### src/rtl/sram_bist_pkg.sv
// Shared types and the March C- element table for the 2-port SRAM BIST engine.
//   bist_state_t  : controller FSM state
//   march_op_t    : one March operation {rd, data_bit, dir_down, port_b}
//   MARCH_C_MINUS : ops per element (slot 1 unused for single-op elements)
//   MARCH_OPS     : number of valid ops per element
package sram_bist_pkg;

  localparam int unsigned ELEM_W = 3;

  typedef enum logic [1:0] {
    ST_IDLE,
    ST_RUN,
    ST_DRAIN,
    ST_FIN
  } bist_state_t;

  typedef struct packed {
    logic rd;        // 1: read-compare, 0: write
    logic data_bit;  // data background: 0 -> all-zeros, 1 -> all-ones
    logic dir_down;  // address order of the owning element
    logic port_b;    // issue on port B instead of port A
  } march_op_t;

  localparam march_op_t W0U = '{rd: 1'b0, data_bit: 1'b0, dir_down: 1'b0, port_b: 1'b0};
  localparam march_op_t W1U = '{rd: 1'b0, data_bit: 1'b1, dir_down: 1'b0, port_b: 1'b0};
  localparam march_op_t R0U = '{rd: 1'b1, data_bit: 1'b0, dir_down: 1'b0, port_b: 1'b0};
  localparam march_op_t R1U = '{rd: 1'b1, data_bit: 1'b1, dir_down: 1'b0, port_b: 1'b0};
  localparam march_op_t W0D = '{rd: 1'b0, data_bit: 1'b0, dir_down: 1'b1, port_b: 1'b0};
  localparam march_op_t W1D = '{rd: 1'b0, data_bit: 1'b1, dir_down: 1'b1, port_b: 1'b0};
  localparam march_op_t R0D = '{rd: 1'b1, data_bit: 1'b0, dir_down: 1'b1, port_b: 1'b0};
  localparam march_op_t R1D = '{rd: 1'b1, data_bit: 1'b1, dir_down: 1'b1, port_b: 1'b0};
  localparam march_op_t R0B = '{rd: 1'b1, data_bit: 1'b0, dir_down: 1'b0, port_b: 1'b1};

  localparam march_op_t [0:6][0:1] MARCH_C_MINUS = '{
    '{W0U, W0U},  // E0 up   : w0
    '{R0U, W1U},  // E1 up   : r0, w1
    '{R1U, W0U},  // E2 up   : r1, w0
    '{R0D, W1D},  // E3 down : r0, w1
    '{R1D, W0D},  // E4 down : r1, w0
    '{R0U, R0U},  // E5 up   : r0 (A)
    '{R0B, R0B}   // E6 up   : r0 (B)
  };

  localparam logic [0:6][1:0] MARCH_OPS = '{2'd1, 2'd2, 2'd2, 2'd2, 2'd2, 2'd1, 2'd1};

  localparam logic [ELEM_W-1:0] LAST_ELEM = 3'd6;

endpackage

### src/rtl/sram_bist_cmp_pipe.sv
// Read-compare pipeline: each read pushes {valid, expected, addr, elem, port}
// into an RD_LAT-deep shift register; at the tail the selected DOUT is
// compared and the first miscompare is latched.
//   clk, rst          : clock, synchronous active-high reset (also flushes)
//   clr               : clears the sticky fail record and flushes
//   push_*            : descriptor of the read issued this cycle
//   a_dout, b_dout    : macro read data
//   fail, fail_addr, fail_elem : first-miscompare record
module sram_bist_cmp_pipe
  import sram_bist_pkg::*;
#(
  parameter int unsigned AW     = 8,
  parameter int unsigned DW     = 8,
  parameter int unsigned RD_LAT = 2
) (
  input  logic              clk,
  input  logic              rst,
  input  logic              clr,
  input  logic              push_valid,
  input  logic [DW-1:0]     push_exp,
  input  logic [AW-1:0]     push_addr,
  input  logic [ELEM_W-1:0] push_elem,
  input  logic              push_port,
  input  logic [DW-1:0]     a_dout,
  input  logic [DW-1:0]     b_dout,
  output logic              fail,
  output logic [AW-1:0]     fail_addr,
  output logic [ELEM_W-1:0] fail_elem
);

  typedef struct packed {
    logic              valid;
    logic [DW-1:0]     expd;
    logic [AW-1:0]     addr;
    logic [ELEM_W-1:0] elem;
    logic              port_b;
  } slot_t;

  slot_t         pipe [RD_LAT];
  slot_t         head;
  logic [DW-1:0] dout_sel;
  logic          miscmp;

  always_ff @(posedge clk) begin
    if (rst || clr) begin
      for (int unsigned i = 0; i < RD_LAT; i++) pipe[i] <= '0;
    end else begin
      pipe[0] <= '{valid: push_valid, expd: push_exp, addr: push_addr,
                   elem: push_elem, port_b: push_port};
      for (int unsigned i = 1; i < RD_LAT; i++) pipe[i] <= pipe[i-1];
    end
  end

  always_comb begin
    head     = pipe[RD_LAT-1];
    dout_sel = head.port_b ? b_dout : a_dout;
    miscmp   = head.valid && (dout_sel != head.expd);
  end

  always_ff @(posedge clk) begin
    if (rst || clr) begin
      fail      <= 1'b0;
      fail_addr <= '0;
      fail_elem <= '0;
    end else if (miscmp && !fail) begin
      fail      <= 1'b1;
      fail_addr <= head.addr;
      fail_elem <= head.elem;
    end
  end

endmodule

### src/rtl/sram_2p_march_bist_ctrl.sv
// March C- BIST controller for one 2-port SRAM macro with BIST ports.
//   CLK, RST                 : clock, synchronous active-high reset
//   START                    : run request (honoured only when idle)
//   BUSY, DONE               : run in progress / sticky run complete
//   FAIL, FAIL_ADDR, FAIL_ELEM : sticky first-miscompare record
//   A_/B_BIST_*              : registered macro BIST drive (B used in E6 only)
//   A_DOUT, B_DOUT           : macro read data
module sram_2p_march_bist_ctrl
  import sram_bist_pkg::*;
#(
  parameter int unsigned AW     = 8,
  parameter int unsigned DW     = 8,
  parameter int unsigned RD_LAT = 2
) (
  input  logic              CLK,
  input  logic              RST,
  input  logic              START,
  output logic              BUSY,
  output logic              DONE,
  output logic              FAIL,
  output logic [AW-1:0]     FAIL_ADDR,
  output logic [ELEM_W-1:0] FAIL_ELEM,
  output logic              A_BIST_EN,
  output logic              A_BIST_MEN,
  output logic              A_BIST_WEN,
  output logic              A_BIST_REN,
  output logic [AW-1:0]     A_BIST_ADDR,
  output logic [DW-1:0]     A_BIST_DIN,
  output logic [DW-1:0]     A_BIST_BM,
  output logic              B_BIST_EN,
  output logic              B_BIST_MEN,
  output logic              B_BIST_WEN,
  output logic              B_BIST_REN,
  output logic [AW-1:0]     B_BIST_ADDR,
  output logic [DW-1:0]     B_BIST_DIN,
  output logic [DW-1:0]     B_BIST_BM,
  input  logic [DW-1:0]     A_DOUT,
  input  logic [DW-1:0]     B_DOUT
);

  localparam int unsigned DCW = (RD_LAT > 1) ? $clog2(RD_LAT) : 1;

  bist_state_t       state_q, state_d;
  logic [DCW-1:0]    drain_q;
  logic [ELEM_W-1:0] elem_q, elem_d, elem_nx;
  logic              op_q, op_d;
  logic [AW-1:0]     addr_q, addr_d;
  march_op_t         cur_op;
  logic              dir_down, op_last, addr_term, run_last;
  logic              start_ok, issue, busy_d, done_set;
  logic              push_valid;
  logic [DW-1:0]     push_exp;

  // State register
  always_ff @(posedge CLK) begin
    if (RST) begin
      state_q <= ST_IDLE;
      drain_q <= '0;
    end else begin
      state_q <= state_d;
      drain_q <= (state_q == ST_DRAIN) ? drain_q + DCW'(1) : '0;
    end
  end

  // Next-state logic
  always_comb begin
    state_d = state_q;
    case (state_q)
      ST_IDLE:  if (START) state_d = ST_RUN;
      ST_RUN:   if (run_last) state_d = ST_DRAIN;
      ST_DRAIN: if (drain_q == DCW'(RD_LAT - 1)) state_d = ST_FIN;
      ST_FIN:   state_d = ST_IDLE;
      default:  state_d = ST_IDLE;
    endcase
  end

  // Output decode. The first op is issued on the START edge itself, so RUN
  // spans exactly the issue cycles and DRAIN covers the read latency.
  always_comb begin
    start_ok = (state_q == ST_IDLE) && START;
    issue    = start_ok || (state_q == ST_RUN);
    busy_d   = (state_d != ST_IDLE);
    done_set = (state_q == ST_FIN);
  end

  // Element / op / address sequencing
  always_comb begin
    cur_op    = MARCH_C_MINUS[elem_q][op_q];
    dir_down  = MARCH_C_MINUS[elem_q][0].dir_down;
    op_last   = ({1'b0, op_q} + 2'd1) == MARCH_OPS[elem_q];
    addr_term = dir_down ? (addr_q == '0) : (addr_q == '1);
    run_last  = (elem_q == LAST_ELEM) && op_last && addr_term;
    elem_nx   = elem_q + ELEM_W'(1);
    elem_d    = elem_q;
    op_d      = op_q;
    addr_d    = addr_q;
    if (!op_last) begin
      op_d = 1'b1;
    end else begin
      op_d = 1'b0;
      if (run_last) begin
        elem_d = '0;
        addr_d = '0;
      end else if (addr_term) begin
        elem_d = elem_nx;
        addr_d = MARCH_C_MINUS[elem_nx][0].dir_down ? '1 : '0;
      end else begin
        addr_d = dir_down ? addr_q - AW'(1) : addr_q + AW'(1);
      end
    end
    push_valid = issue && cur_op.rd;
    push_exp   = {DW{cur_op.data_bit}};
  end

  always_ff @(posedge CLK) begin
    if (RST || !issue) begin
      elem_q <= '0;
      op_q   <= 1'b0;
      addr_q <= '0;
    end else begin
      elem_q <= elem_d;
      op_q   <= op_d;
      addr_q <= addr_d;
    end
  end

  // Registered macro drive and status
  always_ff @(posedge CLK) begin
    if (RST) begin
      BUSY        <= 1'b0;
      DONE        <= 1'b0;
      A_BIST_EN   <= 1'b0;
      B_BIST_EN   <= 1'b0;
      A_BIST_MEN  <= 1'b0;
      A_BIST_WEN  <= 1'b0;
      A_BIST_REN  <= 1'b0;
      A_BIST_ADDR <= '0;
      A_BIST_DIN  <= '0;
      B_BIST_MEN  <= 1'b0;
      B_BIST_WEN  <= 1'b0;
      B_BIST_REN  <= 1'b0;
      B_BIST_ADDR <= '0;
      B_BIST_DIN  <= '0;
    end else begin
      BUSY        <= busy_d;
      A_BIST_EN   <= busy_d;
      B_BIST_EN   <= busy_d;
      if (start_ok)      DONE <= 1'b0;
      else if (done_set) DONE <= 1'b1;
      A_BIST_MEN  <= 1'b0;
      A_BIST_WEN  <= 1'b0;
      A_BIST_REN  <= 1'b0;
      A_BIST_ADDR <= '0;
      A_BIST_DIN  <= '0;
      B_BIST_MEN  <= 1'b0;
      B_BIST_WEN  <= 1'b0;
      B_BIST_REN  <= 1'b0;
      B_BIST_ADDR <= '0;
      B_BIST_DIN  <= '0;
      if (issue) begin
        if (cur_op.port_b) begin
          B_BIST_MEN  <= 1'b1;
          B_BIST_WEN  <= !cur_op.rd;
          B_BIST_REN  <= cur_op.rd;
          B_BIST_ADDR <= addr_q;
          B_BIST_DIN  <= push_exp;
        end else begin
          A_BIST_MEN  <= 1'b1;
          A_BIST_WEN  <= !cur_op.rd;
          A_BIST_REN  <= cur_op.rd;
          A_BIST_ADDR <= addr_q;
          A_BIST_DIN  <= push_exp;
        end
      end
    end
  end

  assign A_BIST_BM = '1;
  assign B_BIST_BM = '1;

  sram_bist_cmp_pipe #(
    .AW     (AW),
    .DW     (DW),
    .RD_LAT (RD_LAT)
  ) u_cmp (
    .clk        (CLK),
    .rst        (RST),
    .clr        (start_ok),
    .push_valid (push_valid),
    .push_exp   (push_exp),
    .push_addr  (addr_q),
    .push_elem  (elem_q),
    .push_port  (cur_op.port_b),
    .a_dout     (A_DOUT),
    .b_dout     (B_DOUT),
    .fail       (FAIL),
    .fail_addr  (FAIL_ADDR),
    .fail_elem  (FAIL_ELEM)
  );

endmodule

### config.mk
export PLATFORM = sky130hd
export DESIGN_NAME = sram_2p_march_bist_ctrl
export DESIGN_NICKNAME = d
export VERILOG_FILES = /design/src/rtl/sram_bist_pkg.sv /design/src/rtl/sram_bist_cmp_pipe.sv /design/src/rtl/sram_2p_march_bist_ctrl.sv
export SDC_FILE = /design/constraint.sdc
export NUM_CORES = 1
export LEC_CHECK = 0
export CELL_PAD_IN_SITES_DETAIL_PLACEMENT = 1
export CELL_PAD_IN_SITES_GLOBAL_PLACEMENT = 1
export CORE_ASPECT_RATIO = 0.7
export CORE_MARGIN = 8
export CORE_UTILIZATION = 33
export CTS_CLUSTER_SIZE = 12
export DETAILED_ROUTE_END_ITERATION = 16
export PLACE_DENSITY_LB_ADDON = 0.1
export SLEW_MARGIN = 10
export SYNTH_ARGS = -nofsm -noshare
export SYNTH_HDL_FRONTEND = slang
export SYNTH_SLANG_ARGS = --single-unit
export TNS_END_PERCENT = 30
### constraint.sdc
create_clock -name CLK -period 2.36 [get_ports CLK]
set_clock_uncertainty 0.05 [all_clocks]
set_input_delay 0.354 -clock CLK [delete_from_list [all_inputs] [get_ports CLK]]
set_output_delay 0.354 -clock CLK [all_outputs]
set_load 0.01 [all_outputs]
==> results.txt, run 1 <==
outcome: finished, final reports clean
Area Overhead vs Synth: 36.1%
DRC: 0
WHS Path Cells: 1
slowest stage delay, CP: 0.38 ns
met2 wire len: 4.00 mm
overall die width: 138 um
worst slew pin tran: 0.991 ns
vias in the first global route: 2,756
GRT overflow: 0
Crit-path slowest cell: dfxtp_4
Net Sw Frac: 20.9%
R2R depth: 10
Num Clock Sinks: 81
Max clock buf depth: 2
min Tclk post-route: 2.31 ns
PwrDens: 630 mW/mm^2
Setup Viol. Count Final: 0
final WL: 8.93 mm
largest net degree at the start of global routing: 23
CP Depth: 10
layout cell share with drive strength beyond 1: 14.9%
post-route cell area: 0.00464 mm^2
Max IR drop VDD: 308 uV
Syn Inst Count: 369
Setup Slack @ Placement: -0.0919 ns
Routed Antenna Nets: 0
Reg-to-Reg End: addr_q[6]$_SDFFE_PP0N_
critical path class: register to register
max frequency: 433 MHz
WL met3: 572 um
CTS buffer count: 9
Gate power share: 4.8%
met1 wire length: 4.26 mm
first-pass GRT wire length: 14.1 mm
Worst Slack Setup Final: 0.0496 ns
ANT cells: 0
row count: 31
Cell Int Power: 0.00231 W
worst hold path type: register to register
CP dominant cell by count: ha_4
min-delay src: drain_q$_SDFF_PP0_
core area: 0.0102 mm^2
# IOs: 89
CTS clk-pin slew, worst paths: 0.06 ns
hpwl dp: 6.54 mm
Crit. End Element: register
Placer Congestion: 0.740
NetSw: 0.000611 W
Placement Cell Area: 0.00416 mm^2
die area: 0.0139 mm^2
Die Y: 101 um
first-pass iteration count of the detailed router: 4
leakage: 1.79 nW
Wirelength per Cell: 15.4 um
DR iter-0 viols: 95
H-tree depth: 3
CP startpoint kind: register
GRT Total Usage: 12.8%
RSZ-0062 raised after global routing: true
CP max FO: 6
CTS tree: built
crit share post-route: 97.9%
Ys Warns: 0
Post-Syn Area per Cell: 9.24 um^2
DR vias: 2,713
critical path launch point: elem_q[0]$_SDFFE_PP0P_
CP Data Required Time: 2.52 ns
reg-to-reg setup timing slack: 0.05 ns
Worst Path Arrival: 2.47 ns
max-cap viol count: 0
Reg-to-Reg Start: elem_q[0]$_SDFFE_PP0P_
Critical path buffers and inverters: 2
Yosys cell types: 47
Port Buffer Count: 72
critical path's top delay family: compound AO/OA/AOI/OAI gates
worst-path cell chain: inv_4 -> ha_4 -> mux2_4 -> ha_4 -> a21o_1 -> a21oi_2 -> buf_4 -> o211a_1 -> o41ai_2 -> a21oi_1
multi-input logic area: 0.00160 mm^2
initial antenna violation count: 0
max-slew violation count: 0
Nets: 476
Worst-Skew Late Latency: 0.33 ns
vias per inst: 4.67
Fin. Hold Viols: 0
max layer used: met4
Synth Register Bits: 81
Seq/Total Area, Yosys: 47.5%
Slew HR: 33.4%
Storage cell area: 0.00163 mm^2
Filler cells: 1,161
Clk pwr share: 47.7%
initial core utilization: 33.4%
Mapped Area: 0.00341 mm^2
clock root buffer: clkbuf_16
Hold Path Sink: drain_q$_SDFF_PP0_
sequential power share: 47.5%
==> how the worst max path moves through the flow <==
stage                                                 end  slack, ns
final                              addr_q[6]$_SDFFE_PP0N_       0.05
after global routing               addr_q[6]$_SDFFE_PP0N_      -0.09
after CTS                          addr_q[6]$_SDFFE_PP0N_      -0.04
after detailed placement           addr_q[6]$_SDFFE_PP0N_      -0.09
after global placement    u_cmp.fail_addr[0]$_SDFFE_PP0P_      -0.25
after floorplan                    addr_q[6]$_SDFFE_PP0N_      0.006
==> logic make-up after synthesis <==
group	after synthesis	share of synthesized area [%]
other	1	0.110
flip-flops	81	47.5
AO/OA/AOI/OAI	71	12.0
XOR/XNOR	6	1.54
AND/OR/NAND/NOR	136	22.3
multiplexers	5	1.65
adder cells (fa/ha/maj)	12	4.62
buffers and inverters	57	10.3
==> flip-flops by register name (all words and copies together), names as in the netlist <==
register,count
A_BIST_ADDR,8
A_BIST_DIN,1
A_BIST_MEN,1
A_BIST_REN,1
A_BIST_WEN,1
B_BIST_ADDR,8
B_BIST_DIN,1
B_BIST_EN,1
B_BIST_MEN,1
B_BIST_REN,1
B_BIST_WEN,1
DONE,1
addr_q,8
drain_q,1
elem_q,3
op_q,1
state_q,2
u_cmp.fail,1
u_cmp.fail_addr,8
u_cmp.fail_elem,3
u_cmp.pipe,28
==> per-stage QoR <==
step	util (%)	hold slack, ns	setup TNS [ns]	std cells	total power (W)
finish	45.5	0.369	0	581	0.00292
global route	45.5	0.388	-0.0865	581	0.00304
CTS	44.8	0.370	-0.0448	580	0.00297
detailed placement	40.8	0.361	-0.164	556	0.00156
global placement	40.7	0.355	-2.74	556	0.00156
floorplan	-	0.347	0	384	0.00150
==> final cells by class <==
class	count	area share (%)
Inverter	11	0.997
Sequential cell	81	35.1
Tap cell	132	3.56
Multi-Input combinational cell	246	34.4
Clock inverter	4	1.13
Clock buffer	11	5.44
Timing Repair Buffer	96	19.4
==> power groups by stage <==
stage	Combinational, W	Clock (W)	Sequential (W)
2_1_floorplan	0.0000834	0	0.00142
3_3_place_gp	0.000134	0	0.00142
3_5_place_dp	0.000136	0	0.00142
4_1_cts	0.000139	0.00144	0.00139
5_1_grt	0.000152	0.00150	0.00139
6_report	0.000139	0.00140	0.00139
==> timing repair <==
item / CTS / global route
hold buffers: 0 / 0
pin swaps: 7 / 8
buffers inserted: 9 / 1
resized for setup: 13 / 9
setup endpoints to repair: 2 / 6
==> routing by layer <==
layer	global-route usage, %	up-vias
met5	0	-
met4	4.24	0
met3	3.69	9
met2	20.2	61
met1	16.4	1275
li1	-	1368
==> placed cells by master, fill, tap and decap left out, drive strengths merged, types with 2 or more instances in the layout <==
cell type	n
a211oi	2
a21o	2
a21oi	28
a31oi	2
and2	30
and3	11
buf	24
clkbuf	11
clkdlybuf4s50	72
clkinv	3
conb	16
dfxtp	81
ha	11
inv	11
mux2	2
mux2i	3
nand2	16
nand3	21
nand4	4
nor2	25
nor3	11
nor4	6
o211ai	2
o21ai	29
or3	4
or4	3
xnor2	4
xor2	2
==> cells in the mapped netlist, drive strengths merged <==
cell / instances / area, um^2
nor4: 6 / 67.6
a21oi: 28 / 144
mux2i: 3 / 30.0
or4: 3 / 31.3
a21o: 2 / 15.0
xor2: 2 / 17.5
or2: 1 / 6.26
nor2b: 1 / 6.26
nor3: 11 / 55.1
a211oi: 2 / 15.0
nand4: 4 / 25.0
or3: 4 / 31.3
o211ai: 2 / 15.0
nand3: 21 / 105
and3: 11 / 68.8
o211a: 1 / 10.0
mux2: 2 / 26.3
xnor2: 4 / 35.0
buf: 34 / 263
ha: 11 / 138
a21boi: 1 / 18.8
o41ai: 1 / 8.76
a31oi: 2 / 12.5
conb: 1 / 3.75
o21a: 1 / 7.51
dfxtp: 81 / 1620
nand2: 16 / 60.1
o21ai: 29 / 145
clkbuf: 12 / 47.6
nand3b: 1 / 7.51
o31a: 1 / 8.76
nor3b: 1 / 7.51
o31ai: 1 / 7.51
inv: 11 / 41.3
nand2b: 1 / 6.26
and2: 30 / 188
nor2: 25 / 93.8
fa: 1 / 20.0
Power figures use the tool's default switching activity.
==> run 2, diff against run 1 <==
--- a/config.mk
+++ b/config.mk
@@ -5,6 +5,7 @@
 export SDC_FILE = /design/constraint.sdc
 export NUM_CORES = 1
 export LEC_CHECK = 0
+export ABC_AREA = 0
 export CELL_PAD_IN_SITES_DETAIL_PLACEMENT = 1
 export CELL_PAD_IN_SITES_GLOBAL_PLACEMENT = 1
 export CORE_ASPECT_RATIO = 0.7
==> results of run 2 <==
Same layout as run 1: the final DEF is identical, and so are final timing and power.
